<file path="config.mk">
export PLATFORM = sky130hd
export DESIGN_NAME = univ_shift_reg
export DESIGN_NICKNAME = d
export VERILOG_FILES = /design/src/rtl/univ_shift_reg.sv
export SDC_FILE = /design/constraint.sdc
export NUM_CORES = 1
export LEC_CHECK = 0
export BUFFER_PORTS_ARGS = -buffer_cell sky130_fd_sc_hd__buf_2
export CAP_MARGIN = 40
export CELL_PAD_IN_SITES_DETAIL_PLACEMENT = 0
export CELL_PAD_IN_SITES_GLOBAL_PLACEMENT = 2
export CORE_UTILIZATION = 33
export DETAILED_ROUTE_END_ITERATION = 6
export PLACE_DENSITY = 0.94
export SKIP_CTS_REPAIR_TIMING = 1
export SLEW_MARGIN = 30
export SYNTH_ARGS = -nofsm -noshare
export SYNTH_HDL_FRONTEND = slang
export SYNTH_SLANG_ARGS = --single-unit
export TNS_END_PERCENT = 1
</file>
<file path="constraint.sdc">
create_clock -name clk -period 4.9 [get_ports clk]
set_clock_uncertainty 0.2 [all_clocks]
set_input_delay 0.98 -clock clk [delete_from_list [all_inputs] [get_ports clk]]
set_output_delay 0.98 -clock clk [all_outputs]
set_load 0.005 [all_outputs]
</file>
<file path="src/rtl/univ_shift_reg.sv">
// -----------------------------------------------------------------------------
// univ_shift_reg
//
// Universal shift register with single-cycle load, shift, rotate and
// arithmetic-shift operations. It also has a multi-cycle shift engine that
// moves the register by 'amt' positions, one bit per clock.
//
// Optional feature macro: USR_PARITY_EN
//   When defined, output 'par' is added. It carries the XOR-reduction of q and
//   is registered together with q. When the macro is undefined, the port and
//   its logic are absent.
//
// Parameters
//   WIDTH  register width in bits (>= 2)
//   CNT_W  width of the multi-shift amount input
//
// Ports
//   clk    in   rising-edge clock
//   rst    in   synchronous, active-high reset
//   mode   in   single-cycle operation select (ignored while busy)
//   d      in   parallel load data
//   sin    in   serial fill bit for shifts
//   start  in   request a multi-cycle shift of amt positions in direction dir
//   amt    in   multi-shift amount, unsigned
//   dir    in   multi-shift direction: 0 = left, 1 = right
//   q      out  register contents
//   qb     out  registered bitwise complement of q
//   sout   out  bit shifted out by the most recent shift/rotate
//   busy   out  high while a multi-shift is in progress
//   done   out  one-cycle pulse when a multi-shift completes
//   par    out  XOR-reduction of q (only with USR_PARITY_EN)
// -----------------------------------------------------------------------------
module univ_shift_reg #(
    parameter int WIDTH = 8,
    parameter int CNT_W = 4
) (
    input  logic             clk,
    input  logic             rst,
    input  logic [2:0]       mode,
    input  logic [WIDTH-1:0] d,
    input  logic             sin,
    input  logic             start,
    input  logic [CNT_W-1:0] amt,
    input  logic             dir,
    output logic [WIDTH-1:0] q,
    output logic [WIDTH-1:0] qb,
    output logic             sout,
    output logic             busy,
    output logic             done
`ifdef USR_PARITY_EN
    ,
    output logic             par
`endif
);

    typedef enum logic [1:0] {
        ST_IDLE  = 2'd0,
        ST_SHIFT = 2'd1,
        ST_DONE  = 2'd2
    } state_t;

    typedef enum logic [2:0] {
        MD_HOLD  = 3'b000,
        MD_LOAD  = 3'b001,
        MD_SHL   = 3'b010,
        MD_SHR   = 3'b011,
        MD_ROL   = 3'b100,
        MD_ROR   = 3'b101,
        MD_ASR   = 3'b110,
        MD_HOLD2 = 3'b111
    } mode_t;

    localparam logic [CNT_W-1:0] CNT_ZERO = '0;
    localparam logic [CNT_W-1:0] CNT_ONE  = {{(CNT_W-1){1'b0}}, 1'b1};

    // -------------------------------------------------------------------------
    // Shift primitives
    // -------------------------------------------------------------------------
    function automatic logic [WIDTH-1:0] shift_left(input logic [WIDTH-1:0] v,
                                                    input logic fill);
        return {v[WIDTH-2:0], fill};
    endfunction

    function automatic logic [WIDTH-1:0] shift_right(input logic [WIDTH-1:0] v,
                                                     input logic fill);
        return {fill, v[WIDTH-1:1]};
    endfunction

    function automatic logic [WIDTH-1:0] rotate_left(input logic [WIDTH-1:0] v);
        return {v[WIDTH-2:0], v[WIDTH-1]};
    endfunction

    function automatic logic [WIDTH-1:0] rotate_right(input logic [WIDTH-1:0] v);
        return {v[0], v[WIDTH-1:1]};
    endfunction

    // Arithmetic right shift: the sign bit is replicated into the vacated MSB.
    function automatic logic [WIDTH-1:0] arith_right(input logic [WIDTH-1:0] v);
        return {v[WIDTH-1], v[WIDTH-1:1]};
    endfunction

    // -------------------------------------------------------------------------
    // State
    // -------------------------------------------------------------------------
    state_t           state_q, state_d;
    logic [CNT_W-1:0] cnt_q,   cnt_d;
    logic             dir_q,   dir_d;
    logic [WIDTH-1:0] q_q,     q_d;
    logic [WIDTH-1:0] qb_q;
    logic             sout_q,  sout_d;
    logic             busy_q,  busy_d;
    logic             done_q,  done_d;
`ifdef USR_PARITY_EN
    logic             par_q;
`endif

    // -------------------------------------------------------------------------
    // Next-state logic
    // -------------------------------------------------------------------------
    always_comb begin
        state_d = state_q;
        cnt_d   = cnt_q;
        dir_d   = dir_q;
        q_d     = q_q;
        sout_d  = sout_q;
        busy_d  = 1'b0;
        done_d  = 1'b0;

        unique case (state_q)
            ST_IDLE: begin
                if (start) begin
                    // start takes priority over any single-cycle mode.
                    if (amt != CNT_ZERO) begin
                        state_d = ST_SHIFT;
                        cnt_d   = amt;
                        dir_d   = dir;
                        busy_d  = 1'b1;
                    end else begin
                        // Zero-length request: report completion, leave q alone.
                        state_d = ST_DONE;
                        done_d  = 1'b1;
                    end
                end else begin
                    case (mode_t'(mode))
                        MD_LOAD: q_d = d;
                        MD_SHL: begin
                            q_d    = shift_left(q_q, sin);
                            sout_d = q_q[WIDTH-1];
                        end
                        MD_SHR: begin
                            q_d    = shift_right(q_q, sin);
                            sout_d = q_q[0];
                        end
                        MD_ROL: begin
                            q_d    = rotate_left(q_q);
                            sout_d = q_q[WIDTH-1];
                        end
                        MD_ROR: begin
                            q_d    = rotate_right(q_q);
                            sout_d = q_q[0];
                        end
                        MD_ASR: begin
                            q_d    = arith_right(q_q);
                            sout_d = q_q[0];
                        end
                        default: q_d = q_q;   // MD_HOLD, MD_HOLD2
                    endcase
                end
            end

            ST_SHIFT: begin
                // Fill comes from the live sin, not a value captured at start.
                if (dir_q) begin
                    q_d    = shift_right(q_q, sin);
                    sout_d = q_q[0];
                end else begin
                    q_d    = shift_left(q_q, sin);
                    sout_d = q_q[WIDTH-1];
                end
                cnt_d = cnt_q - CNT_ONE;
                // busy/done are registered, so they are decided one edge
                // ahead: the last shift edge drops busy and raises done.
                if (cnt_q == CNT_ONE) begin
                    state_d = ST_DONE;
                    done_d  = 1'b1;
                end else begin
                    busy_d  = 1'b1;
                end
            end

            ST_DONE: begin
                state_d = ST_IDLE;
            end

            default: begin
                state_d = ST_IDLE;
            end
        endcase
    end

    // -------------------------------------------------------------------------
    // Registers
    // -------------------------------------------------------------------------
    always_ff @(posedge clk) begin
        if (rst) begin
            state_q <= ST_IDLE;
            cnt_q   <= '0;
            dir_q   <= 1'b0;
            q_q     <= '0;
            qb_q    <= '1;
            sout_q  <= 1'b0;
            busy_q  <= 1'b0;
            done_q  <= 1'b0;
`ifdef USR_PARITY_EN
            par_q   <= 1'b0;
`endif
        end else begin
            state_q <= state_d;
            cnt_q   <= cnt_d;
            dir_q   <= dir_d;
            q_q     <= q_d;
            // Complement is taken from the next value so qb tracks q with no lag.
            qb_q    <= ~q_d;
            sout_q  <= sout_d;
            busy_q  <= busy_d;
            done_q  <= done_d;
`ifdef USR_PARITY_EN
            par_q   <= ^q_d;
`endif
        end
    end

    assign q    = q_q;
    assign qb   = qb_q;
    assign sout = sout_q;
    assign busy = busy_q;
    assign done = done_q;
`ifdef USR_PARITY_EN
    assign par  = par_q;
`endif

endmodule

</file>
; ---- Word-level counts from Yosys, hierarchy flattened
; Cells that the tools add are included.
[classes]
n_addsub = 1
mul = 0
n_div = 0
order_cmp = 0
n_eq_ne = 13
shift = 0
mux = 23
bitwise = 1
n_reduce_logical = 9
[op_table]
columns = operator, n
row1 = case mux 8 bit (6 select lines), 1
row2 = 2-to-1 mux 8 bit, 2
row3 = case mux 8 bit (2 select lines), 1
row4 = "equality test 3 bit, second input constant", 3
row5 = AND reduction 3 bit, 3
row6 = 2-to-1 mux 1 bit, 8
row7 = 2-to-1 mux 4 bit, 2
row8 = "!= test 2 bit, second input constant", 4
row9 = NOT 8 bit, 1
row10 = case mux 1 bit (2 select lines), 4
row11 = case mux 4 bit (2 select lines), 1
row12 = "equality test 3 x 2 -> 1 bit, second input constant", 2
row13 = 2-to-1 mux 2 bit, 3
row14 = "equality test 4 x 1 -> 1 bit, second input constant", 1
row15 = case mux 2 bit (2 select lines), 1
row16 = nonzero test 4 bit, 1
row17 = "subtractor 4 x 1 -> 4 bit, second input constant", 1
row18 = "equality test 3 x 1 -> 1 bit, second input constant", 1
row19 = "!= test 3 bit, second input constant", 1
row20 = OR reduction 3 bit, 1
row21 = "equality test 2 x 1 -> 1 bit, second input constant", 1
row22 = logical NOT 2 bit, 1
row23 = AND reduction 2 bit, 1
row24 = nonzero test 2 bit, 1
row25 = OR reduction 2 bit, 1
[word_totals]
regBits = 26
latch_bits = 0
ram_bits = 0
rom_bits = 0
input_bits = 20
output_inout_bits = 19
n_memories = 0

; ---- Logic depth before layout (Yosys ltp)
[depth]
depth_word = 5
depth_mapped = 6
mapped_depth_nobuf = 6

; ---- Worst setup path after synthesis
; OpenSTA, ideal clock, no wires.
[synth_timing]
path_type = input -> register
from = in mode[0]
to = reg (tool-made name)
setup_time_ns = 0.116
t_arrival_ns = 2.043
required_ns = 4.584
path_slack_ns = 2.542
cell_stages = 5
path_buffers = 1
path_cell_list = buf_6 -> maj3_2 -> and3_1 -> a311o_1 -> a31o_1
[synth_lines]
columns = item, line
row1 = start: declaration, 39  ; input logic [2:0] mode,

==> results.md <==
* Int Power at 0.000363 W
* Post-Syn Area at around 1600 sq um
* Number of warnings issued by yosys at 0
* Total number of vias at 1474
* Pleak at about 0.76 nW
* Synth area leader: dfxtp_1
* Status: finished clean
* Post-synthesis sequential area ratio at approximately 33%
* FF/Latch Area at 520 sq um
* Row cnt at 24
* Core ar. at 4500 sq um
* Area contributors post-synth: dfxtp_1 33%, mux2_2 5.7%, mux2i_1 5.0%
* Die W at a little over 70 um
* Seq cells post-synth at 26
* Routed Antenna Nets at 0
* Crit end category: flip-flop
* Area delta synth->final at 14.2%
* Pin count of the biggest net entering global routing at 19
* Hpwl dp at approximately 2.8 mm
* Multi-input logic area at a little under 1000 sq um
* Ys flop type: dfxtp_1
* CTS H-tree depth at 1
* Syn nets at 201
* DR WL/cell at between 15 and 20 um
* Worst Path Buf+Inv at 1
* Power Density at ~300 nW/um^2
* Final net count at ~230
* Critical path fanouts, max at 18
* Critical path required time at slightly below 5000 ps
* Vias in the first global route at roughly 1300
* Max stage delay cell, worst path: a2111oi_4
* I/O pins at 39
* Slew headroom at a little over half
* Clock network power share at roughly 23%
* Crit path kind: in -> reg
* Ys async rst share at 0%
* CP cell instances: buf_2 > and4b_1 > a2111oi_4 > nand2b_1 > a21oi_1
* Clk buf depth at 2
* Count of cell types in the netlist at 53
* Most common cell in the netlist: dfxtp_1
* EDFF count, synth at 0
* N_diodes at 0
* Fillers at approximately 470
* Root Driver: clkbuf_8
* Slew at the pin closest to its max-slew limit at 715 ps
* Max incr delay on CP at ~650 ps
* Final setup TNS at 0 ps
* Initial core utilization at roughly a third
* Number of DRC markers in iteration 0 at about 180
* Sw Pwr at approximately 0.00017 W
* Final min period at approximately 2400 ps
* Fin crit share at approximately half
* Worst vdd rail ir drop at around 0.10 mV
* Vias per cell at around 5.7
* Syn_area_per_cell at roughly 8.9 sq um
* Most frequent cells after synthesis: 26 x dfxtp_1, 13 x a21oi_1, 13 x nor2_1, 11 x nand2_1
* Worst skew pair latency at between 200 and 300 ps
* Drt total wl at slightly below 4 mm
* Gate power share at between 20 and 30%
* Total Die Area at 5100 sq um
* Max-cap violations at 0
* CTS buffer count at 3
* CTS tree: yes
* Sw Ratio at 32.3%
* CP arrival at between 2000 and 2500 ps
* Port buffer count at 38
* Setup-failing EPs final at 0
* Clk pin slew, worst setup/hold paths at 80 ps
* Die H at slightly above 70 um
* Layout cells sized above 1 at around 28%
* All-Layer GR Usage at between 10% and 20%
* Worst hold slack at 292 ps
* First-pass GRT wire length at 6.51 mm
* Reg power frac at around 50%
* DRC at 0
* CP startpoint kind: input pin
* Grt ovf at 0
* DRT Pass-1 Iters at 4
* Placer Congestion at slightly below 0.8
* Area fraction of the dominant cell type after synthesis at approximately 33%
* RSZ-0062 raised after global routing: no
* Clk sinks at 26
* Slew Viols, Final at 0
* Fin util at about 40%
* Hold WC Path Type: reg -> reg
* Mapped Cells at 179
* Fmax at about 410 MHz
* Crit path max-delay family: compound AO/OA/AOI/OAI gates
* Final-report hold violation count at 0
* Initial antenna violation count at 0
-- cell type report --
class	instances	area share, %
clock buffer	3	2.27
multi-input combinational	135	54.0
sequential	26	28.7
inverter	5	1.03
tap	52	3.58
timing repair buffer	38	10.5
-- logic make-up (layout without fill, tap and decap cells) --
family                   Yosys count  count (layout)  synth area share, %
AO/OA/AOI/OAI                     59              59                 27.6
AND/OR/NAND/NOR                   56              56                 19.7
flip-flops                        26              26                 32.7
buffers and inverters             18              46                 6.37
multiplexers                      16              16                 10.7
adder cells (fa/ha/maj)            3               3                 2.28
XOR/XNOR                           1               1                0.551
-- per-layer routing --
metal	vias up	global-route usage, %	wire [um]
met1	696	25.1	1920
met2	32	23.6	1790
met3	4	2.53	156
li1	742	-	-
met4	0	4.67	50
met5	-	0	0
-- final timing paths --
kind / start / to / slack (ps) / depth (start not counted)
setup / recovery: mode[0] / flip-flop / 2480 / 5
hold / removal: sout$_SDFFE_PP0P_ / sout$_SDFFE_PP0P_ / 290 / 2
setup reg to reg: state_q[1]$_SDFFE_PP0P_ / qb[7]$_SDFF_PP1_ / 2790 / 4
hold reg to reg: sout$_SDFFE_PP0P_ / sout$_SDFFE_PP0P_ / 290 / 2
-- worst min-delay path, cell delays in order, from the launching register on --
cell	delay, ps
dfxtp_1	320
nand2b_1	60
a31oi_1	70
-- per-stage QoR --
step	instances	setup WS (ps)	area, sq um	power, W
2_1_floorplan	179	2540	1590	0.000369
3_3_place_gp	256	1900	1760	0.000417
3_5_place_dp	256	2180	1780	0.000420
4_1_cts	259	2470	1820	0.000540
5_1_grt	259	2370	1820	0.000574
6_report	259	2480	1820	0.000536
-- cells in the final DEF (no fill, tap or decap), drive strengths merged, types with 2 or more instances in the layout --
master and count:
nor4 3, o21ai 6, a21o 2, clkbuf 3, nand3b 3, nand2 11
mux2 8, a31oi 3, o211a 5, nand3 6, ha 2, a22oi 6
nor3 6, and3 3, dfxtp 26, inv 5, nor2 13, a21oi 14
a31o 2, mux2i 8, buf 38, o211ai 7, nor2b 2, nand2b 3
-- power by group through the flow --
stage,sequential [W],combinational [W],clock [W]
CTS,0.000267,0.000149,0.000124
global route,0.000272,0.000166,0.000135
finish,0.000267,0.000148,0.000121
floorplan,0.000262,0.000108,0
global placement,0.000272,0.000145,0
detailed placement,0.000272,0.000148,0
Note: power is estimated with default switching activity, not from simulation.
